==> src/rtl/uart_rx_fifo_ctrl_p_if.sv <==
// DSP bus used by the UART receive FIFO: one access per cycle, registered read data.
interface uart_rx_fifo_ctrl_p_if;
    logic        DSP_CEn;
    logic        DSP_WEn;
    logic [3:0]  DSP_ADDR;
    logic [31:0] DSP_RDATA;

    modport master (output DSP_CEn, output DSP_WEn, output DSP_ADDR, input DSP_RDATA);
    modport slave  (input DSP_CEn, input DSP_WEn, input DSP_ADDR, output DSP_RDATA);
endinterface

==> src/rtl/uart_rx_fifo_ctrl_p.sv <==
// UART receive FIFO between the Rx controller (async RxDone) and the DSP bus.
// Each entry holds {err[2:0], data}; status is derived from the read/write pointers,
// an error-entry counter, an idle timeout counter and a sticky overrun flag.
module uart_rx_fifo_ctrl_p #(
    parameter int         DATA_W      = 8,
    parameter int         DEPTH_LOG2  = 4,
    parameter int         SYNC_STAGES = 2,
    parameter int         TIMEOUT_CYC = 4096,
    parameter logic [3:0] RD_ADDR     = 4'h0,
    parameter logic [3:0] ST_ADDR     = 4'h1
) (
    input  logic                  DSP_CLK,
    input  logic                  RESETn,
    uart_rx_fifo_ctrl_p_if.slave  dsp,
    input  logic                  FIFOEn,
    input  logic                  FIFOClr,
    input  logic [1:0]            TrigSel,
    input  logic                  RxDone,
    input  logic [DATA_W-1:0]     RxData,
    input  logic [2:0]            RxErr,
    output logic [DEPTH_LOG2:0]   RxFIFO_Level,
    output logic                  RxFIFO_Empty,
    output logic                  RxFIFO_Full,
    output logic                  RxTrig,
    output logic                  RxTimeout,
    output logic                  OverrunError,
    output logic                  ErrInFIFO
);
    localparam int DEPTH = 1 << DEPTH_LOG2;
    localparam int PW    = DEPTH_LOG2 + 1;
    localparam int EW    = DATA_W + 3;
    localparam int TW    = $clog2(TIMEOUT_CYC + 1);
    localparam logic [PW-1:0] DEPTH_P   = PW'(DEPTH);
    localparam logic [TW-1:0] TIMEOUT_P = TW'(TIMEOUT_CYC);

    logic [SYNC_STAGES:0] r_sync;
    logic [PW-1:0]        r_wp;
    logic [PW-1:0]        r_rp;
    logic [PW-1:0]        r_errCnt;
    logic [TW-1:0]        r_toCnt;
    logic                 r_overrun;
    logic [31:0]          r_rdata;
    logic [EW-1:0]        r_mem [DEPTH];

    logic [PW-1:0]        w_level;
    logic [8:0]           w_level9;
    logic [PW-1:0]        w_effDepth;
    logic [PW-1:0]        w_trigLvl;
    logic                 w_empty;
    logic                 w_full;
    logic                 w_timeout;
    logic                 w_pushReq;
    logic                 w_popReq;
    logic                 w_stReq;
    logic                 w_push;
    logic                 w_pop;
    logic                 w_drop;
    logic                 w_pushErr;
    logic                 w_popErr;
    logic [EW-1:0]        w_head;
    logic [31:0]          w_rdNext;

    assign w_level    = r_wp - r_rp;
    assign w_level9   = 9'(w_level);
    assign w_empty    = (w_level == '0);
    assign w_effDepth = FIFOEn ? DEPTH_P : PW'(1);
    assign w_full     = (w_level >= w_effDepth);
    assign w_timeout  = (r_toCnt == TIMEOUT_P) & ~w_empty;
    assign w_head     = r_mem[r_rp[DEPTH_LOG2-1:0]];

    assign w_pushReq  = r_sync[SYNC_STAGES-1] & ~r_sync[SYNC_STAGES];
    assign w_popReq   = ~dsp.DSP_CEn & dsp.DSP_WEn & (dsp.DSP_ADDR == RD_ADDR);
    assign w_stReq    = ~dsp.DSP_CEn & dsp.DSP_WEn & (dsp.DSP_ADDR == ST_ADDR);
    assign w_pop      = w_popReq & ~w_empty & ~FIFOClr;
    assign w_push     = w_pushReq & ~FIFOClr & (~w_full | w_pop);
    assign w_drop     = w_pushReq & ~FIFOClr & w_full & ~w_pop;
    assign w_pushErr  = w_push & (|RxErr);
    assign w_popErr   = w_pop & (|w_head[EW-1:DATA_W]);

    // Trigger threshold; a depth-1 holding register always triggers at one entry.
    always_comb begin
        w_trigLvl = PW'(1);
        if (FIFOEn) begin
            case (TrigSel)
                2'd1:    w_trigLvl = PW'(DEPTH / 4);
                2'd2:    w_trigLvl = PW'(DEPTH / 2);
                2'd3:    w_trigLvl = PW'(DEPTH - 2);
                default: w_trigLvl = PW'(1);
            endcase
        end
    end

    // Read-data mux: popped entry with valid bit 31, or the status snapshot, else zero.
    always_comb begin
        w_rdNext = '0;
        if (w_pop) begin
            w_rdNext[EW-1:0] = w_head;
            w_rdNext[31]     = 1'b1;
        end else if (w_stReq) begin
            w_rdNext[8:0] = w_level9;
            w_rdNext[9]   = w_empty;
            w_rdNext[10]  = w_full;
            w_rdNext[11]  = RxTrig;
            w_rdNext[12]  = ErrInFIFO;
            w_rdNext[13]  = w_timeout;
            w_rdNext[14]  = r_overrun;
        end
    end

    // Synchronise RxDone; the extra last flop provides the rising-edge detect.
    always_ff @(posedge DSP_CLK or negedge RESETn) begin
        if (!RESETn) r_sync <= '0;
        else         r_sync <= {r_sync[SYNC_STAGES-1:0], RxDone};
    end

    // Character storage is deliberately left unreset.
    always_ff @(posedge DSP_CLK) begin
        if (w_push) r_mem[r_wp[DEPTH_LOG2-1:0]] <= {RxErr, RxData};
    end

    // Pointer update; a flush discards everything by catching rp up to wp.
    always_ff @(posedge DSP_CLK or negedge RESETn) begin
        if (!RESETn) begin
            r_wp <= '0;
            r_rp <= '0;
        end else if (FIFOClr) begin
            r_rp <= r_wp;
        end else begin
            if (w_push) r_wp <= r_wp + PW'(1);
            if (w_pop)  r_rp <= r_rp + PW'(1);
        end
    end

    // Count of held entries carrying an error, so ErrInFIFO needs no scan of storage.
    always_ff @(posedge DSP_CLK or negedge RESETn) begin
        if (!RESETn)                     r_errCnt <= '0;
        else if (FIFOClr)                r_errCnt <= '0;
        else if (w_pushErr && !w_popErr) r_errCnt <= r_errCnt + PW'(1);
        else if (w_popErr && !w_pushErr) r_errCnt <= r_errCnt - PW'(1);
    end

    // Idle timeout: restarts on any FIFO activity or while empty, saturates at the limit.
    always_ff @(posedge DSP_CLK or negedge RESETn) begin
        if (!RESETn)                                  r_toCnt <= '0;
        else if (FIFOClr || w_push || w_pop || w_empty) r_toCnt <= '0;
        else if (r_toCnt != TIMEOUT_P)                r_toCnt <= r_toCnt + TW'(1);
    end

    // Sticky overrun; a new drop wins over a same-cycle status-read clear so it is never lost.
    always_ff @(posedge DSP_CLK or negedge RESETn) begin
        if (!RESETn)      r_overrun <= 1'b0;
        else if (FIFOClr) r_overrun <= 1'b0;
        else if (w_drop)  r_overrun <= 1'b1;
        else if (w_stReq) r_overrun <= 1'b0;
    end

    // Registered read data, zero on any cycle without a valid read.
    always_ff @(posedge DSP_CLK or negedge RESETn) begin
        if (!RESETn) r_rdata <= '0;
        else         r_rdata <= w_rdNext;
    end

    assign dsp.DSP_RDATA = r_rdata;
    assign RxFIFO_Level  = w_level;
    assign RxFIFO_Empty  = w_empty;
    assign RxFIFO_Full   = w_full;
    assign RxTrig        = (w_level >= w_trigLvl);
    assign RxTimeout     = w_timeout;
    assign OverrunError  = r_overrun;
    assign ErrInFIFO     = (r_errCnt != '0);
endmodule

==> src/flat_wrapper.sv <==
// flat-port wrapper written by rule: the top's interface ports become plain ports
module uart_rx_fifo_ctrl_p_flat 
#(
    parameter int         DATA_W      = 8,
    parameter int         DEPTH_LOG2  = 4,
    parameter int         SYNC_STAGES = 2,
    parameter int         TIMEOUT_CYC = 4096,
    parameter logic [3:0] RD_ADDR     = 4'h0,
    parameter logic [3:0] ST_ADDR     = 4'h1
)
  (DSP_CLK, RESETn, FIFOEn, FIFOClr, TrigSel, RxDone, RxData, RxErr, RxFIFO_Level, RxFIFO_Empty, RxFIFO_Full, RxTrig, RxTimeout, OverrunError, ErrInFIFO, dsp_DSP_CEn, dsp_DSP_WEn, dsp_DSP_ADDR, dsp_DSP_RDATA);
  uart_rx_fifo_ctrl_p_if dsp_i ();
  input  logic DSP_CLK;
  input  logic RESETn;
  input  logic FIFOEn;
  input  logic FIFOClr;
  input  logic [1:0] TrigSel;
  input  logic RxDone;
  input  logic [DATA_W-1:0] RxData;
  input  logic [2:0] RxErr;
  output logic [DEPTH_LOG2:0] RxFIFO_Level;
  output logic RxFIFO_Empty;
  output logic RxFIFO_Full;
  output logic RxTrig;
  output logic RxTimeout;
  output logic OverrunError;
  output logic ErrInFIFO;
  input wire logic [$bits(dsp_i.DSP_CEn)-1:0] dsp_DSP_CEn;
  input wire logic [$bits(dsp_i.DSP_WEn)-1:0] dsp_DSP_WEn;
  input wire logic [$bits(dsp_i.DSP_ADDR)-1:0] dsp_DSP_ADDR;
  output wire logic [$bits(dsp_i.DSP_RDATA)-1:0] dsp_DSP_RDATA;
  assign dsp_i.DSP_CEn = dsp_DSP_CEn;
  assign dsp_i.DSP_WEn = dsp_DSP_WEn;
  assign dsp_i.DSP_ADDR = dsp_DSP_ADDR;
  assign dsp_DSP_RDATA = dsp_i.DSP_RDATA;
  uart_rx_fifo_ctrl_p #(.DATA_W(DATA_W), .DEPTH_LOG2(DEPTH_LOG2), .SYNC_STAGES(SYNC_STAGES), .TIMEOUT_CYC(TIMEOUT_CYC), .RD_ADDR(RD_ADDR), .ST_ADDR(ST_ADDR)) u_core (.DSP_CLK(DSP_CLK), .RESETn(RESETn), .dsp(dsp_i), .FIFOEn(FIFOEn), .FIFOClr(FIFOClr), .TrigSel(TrigSel), .RxDone(RxDone), .RxData(RxData), .RxErr(RxErr), .RxFIFO_Level(RxFIFO_Level), .RxFIFO_Empty(RxFIFO_Empty), .RxFIFO_Full(RxFIFO_Full), .RxTrig(RxTrig), .RxTimeout(RxTimeout), .OverrunError(OverrunError), .ErrInFIFO(ErrInFIFO));
endmodule
==> config.mk <==
export PLATFORM = sky130hd
export DESIGN_NAME = uart_rx_fifo_ctrl_p_flat
export DESIGN_NICKNAME = d
export VERILOG_FILES = /design/src/rtl/uart_rx_fifo_ctrl_p_if.sv /design/src/rtl/uart_rx_fifo_ctrl_p.sv /design/src/flat_wrapper.sv
export SDC_FILE = /design/constraint.sdc
export NUM_CORES = 1
export LEC_CHECK = 0
export BUFFER_PORTS_ARGS = -buffer_cell sky130_fd_sc_hd__buf_2
export CAP_MARGIN = 20
export CORE_MARGIN = 2
export CORE_UTILIZATION = 30
export CTS_BUF_LIST = sky130_fd_sc_hd__clkbuf_2 sky130_fd_sc_hd__clkbuf_4 sky130_fd_sc_hd__clkbuf_8
export DETAILED_ROUTE_END_ITERATION = 8
export PLACE_DENSITY = 0.54
export SETUP_SLACK_MARGIN = 0.2
export SLEW_MARGIN = 20
export SYNTH_ARGS = -nofsm -noshare
export SYNTH_HDL_FRONTEND = slang
export SYNTH_SLANG_ARGS = --single-unit
==> constraint.sdc <==
create_clock -name DSP_CLK -period 12.55 [get_ports DSP_CLK]
set_input_delay 1.255 -clock DSP_CLK [delete_from_list [all_inputs] [get_ports DSP_CLK]]
set_output_delay 1.255 -clock DSP_CLK [all_outputs]
set_load 0.03 [all_outputs]
==> run metrics <==
first-pass GRT wire length=31800 um; Die X=183 um; FF-to-FF Start=u_core.r_rp[2]$_DFFE_PN0P_; Min Hold Slack=0.374 ns; Final min period=5.19 ns; HPWL Detailed=13400 um; Max VDD drop=0.135 mV; Critical Path Start Type=flip-flop; pin slew with the least headroom to its limit=1.03 ns; row count=65; final hold violations=0; total wire length=21100 um; vias in the first global route=5327; initial antenna violation count=0; P_leak=0.00400 uW; most common cell after layout, fill and taps aside=edfxtp_1; asr flop ratio synth=0.214; routed vias/inst=4.85; root buffer cell=clkbuf_8; max incr delay on CP=0.89 ns; All-Layer GR Usage=0.126; Max Transition Viols Final=0; io pins=67; WL met3=1250 um; cells along the critical path=inv_1, ha_1, a21o_1, a21oi_1, xnor2_1, inv_1, ha_1, o311ai_1, and2b_1, inv_1, a211oi_4, nand2_1, nor3b_2; Worst EP required=12.69 ns; R2R cell count=13; Seq/Total Area, Yosys=0.671; Antenna diodes=0; synth warn=0; CTS Sinks=224; TritonCTS Buffers=37; top sig layer=met4; residual DRC count=0; Worst Clk Skew=0.0190 ns; EDFF count, synth=176; min-delay worst type=flip-flop to flip-flop; Initial Util=0.306; routed wl met2=10000 um; H-tree levels=2; Worst-Skew Late Latency=0.53 ns; kind of critical path=flip-flop to flip-flop; Setup WS post-layout=7.36 ns; Overflow after GRT=0; Chip Height=183 um; hold buffers post-CTS=0; Highest Clock Rate=193 MHz; Worst Hold End=u_core.r_sync[1]$_DFF_PN0_; layout cells sized above 1=0.263; Setup crit end kind=flip-flop; crit path DAT=5.33 ns; syn_area_per_cell=17.1 um^2; Most Frequent Cell on Critical Path=inv_1; Synth-to-Final Area Change=14.2%; Primary FF master, synth=edfxtp_1; First DRT Iteration DRCs=388; maximum clock path buffer count=3; hold_sp=u_core.r_sync[0]$_DFF_PN0_; drt first pass iters=4; CP max FO=17; largest net degree at the start of global routing=48; period utilization=0.414; Synth cell types=59; Placement Setup Slack=7.39 ns; hold depth=0; CORE AREA=0.0316 mm^2; Reg clk slew, reported paths=0.06 ns; DRT met1 WL=9580 um; Reg2Reg Setup Slack=7.36 ns; reg2reg end=u_core.r_mem[7][1]$_DFFE_PP_; Max Cap Viol=0; Worst slew margin=0.312; drt wl/cell=19.8 um; die footprint=0.0337 mm^2; post-synthesis register bit count=224; Syn Inst Count=565; Mapped Area=0.00967 mm^2; most frequent cells in the layout=176 x edfxtp_1, 50 x buf_2, 46 x dfrtp_1; Crit-path slowest cell=nor3b_2; RSZ-0062 raised after global routing=false; port bufs=50; Detail Route Antenna Nets=0; GP Congestion=0.779; cell area power density=204 mW/mm^2; nets=683; post-CTS setup buffers=0; outcome=finished clean; Vias=5179; CTS tree=yes; TNS Setup=0 ns; Finish-stage setup viols=0; post_cts resized=0
## per-stage QoR
| step | instance area, um^2 | power, uW | instances | utilization |
|---|---|---|---|---|
| 2_1_floorplan | 9720 | 1420 | 580 | - |
| 3_3_place_gp | 10300 | 1600 | 999 | 0.325 |
| 3_5_place_dp | 10300 | 1620 | 999 | 0.325 |
| 4_1_cts | 11000 | 2270 | 1067 | 0.349 |
| 5_1_grt | 11000 | 2370 | 1067 | 0.349 |
| 6_report | 11000 | 2250 | 1067 | 0.349 |
## cell families (layout without fill, tap and decap cells)
| kind of cell | Yosys count | in the layout | synth area share |
|---|---|---|---|
| flops | 224 | 224 | 0.671 |
| simple gates | 127 | 127 | 0.0751 |
| mux | 61 | 61 | 0.135 |
| buf+inv | 59 | 144 | 0.0343 |
| compound gates | 45 | 45 | 0.0302 |
| xor+xnor | 25 | 25 | 0.0227 |
| fa+ha+maj | 23 | 23 | 0.0313 |
| other cells | 1 | 16 | 0.000388 |
## worst max-delay path, delay by kind of cell, from the launching register on
family                     cells  cell delay, ns
buffers and inverters          3            0.46
DFF                            1            0.87
and+or+nand+nor                3            1.37
AOI/OAI and AO/OA              4            1.16
xor gates and xnor gates       1            0.22
adders and majority gates      2            0.69
## report_power, final
group / switching [uW] / leakage [uW] / internal (uW)
Sequential: 44.4 / 0.00223 / 834
Clock: 289 / 0.000403 / 363
Combinational: 432 / 0.00137 / 286
Total: 766 / 0.00400 / 1480
## area by class of cell
type | count | area (um^2)
inverters | 22 | 82.6
fillers | 3004 | 20600
clock inverters | 13 | 95.1
repair buffers | 54 | 280
flip-flops and latches | 224 | 6490
clock buffers | 55 | 663
well taps | 402 | 503
multi-input cells | 297 | 2920
## metal layers
metal | track usage | vias to the layer above
met5 | 0 | -
met4 | 0.0298 | 0
met3 | 0.0311 | 24
met2 | 0.205 | 160
met1 | 0.171 | 2687
li1 | - | 2308
## synthesized netlist by cell type, types with 3 or more instances
library cell,count,area share
edfxtp_1,176,0.55
dfrtp_1,48,0.12
mux4_2,41,0.096
nand2_1,26,0.010
ha_1,21,0.027
inv_1,21,0.0082
nor2_1,20,0.0078
buf_4,17,0.013
xnor2_1,16,0.014
o21ai_0,15,0.0078
a21oi_1,13,0.0067
nand3_1,13,0.0067
mux4_1,11,0.030
and2_1,10,0.0065
xor2_1,9,0.0082
clkbuf_1,8,0.0031
nor3_1,8,0.0041
mux2i_1,7,0.0072
buf_2,6,0.0031
nand2b_1,6,0.0039
o22ai_1,5,0.0032
and4b_1,4,0.0041
nand4_1,4,0.0026
nor3b_1,4,0.0031
a21o_1,3,0.0023
and4_1,3,0.0027
buf_6,3,0.0035
nand3b_1,3,0.0023
nor2b_1,3,0.0019
nor4_1,3,0.0019
nor4b_1,3,0.0027
## sequential cells by signal, summed over array words and instances (netlist names)
name,count
u_core.r_mem,176
u_core.dsp.DSP_RDATA,16
u_core.r_toCnt,13
u_core.r_errCnt,5
u_core.r_rp,5
u_core.r_wp,5
u_core.r_sync,3
u_core.OverrunError,1
## worst max-delay path by stage
stage,from,endpoint,slack [ns]
2_1_floorplan,u_core.r_rp[1]$_DFFE_PN0P_,u_core.r_mem[7][0]$_DFFE_PP_,7.64
3_3_place_gp,u_core.r_rp[2]$_DFFE_PN0P_,u_core.r_mem[7][4]$_DFFE_PP_,7.57
3_5_place_dp,u_core.r_rp[2]$_DFFE_PN0P_,u_core.r_mem[7][7]$_DFFE_PP_,7.39
4_1_cts,u_core.r_rp[2]$_DFFE_PN0P_,u_core.r_mem[7][1]$_DFFE_PP_,7.33
5_1_grt,u_core.r_rp[2]$_DFFE_PN0P_,u_core.r_mem[5][5]$_DFFE_PP_,6.95
6_report,u_core.r_rp[2]$_DFFE_PN0P_,u_core.r_mem[7][1]$_DFFE_PP_,7.36
Power figures use the tool's default switching activity.
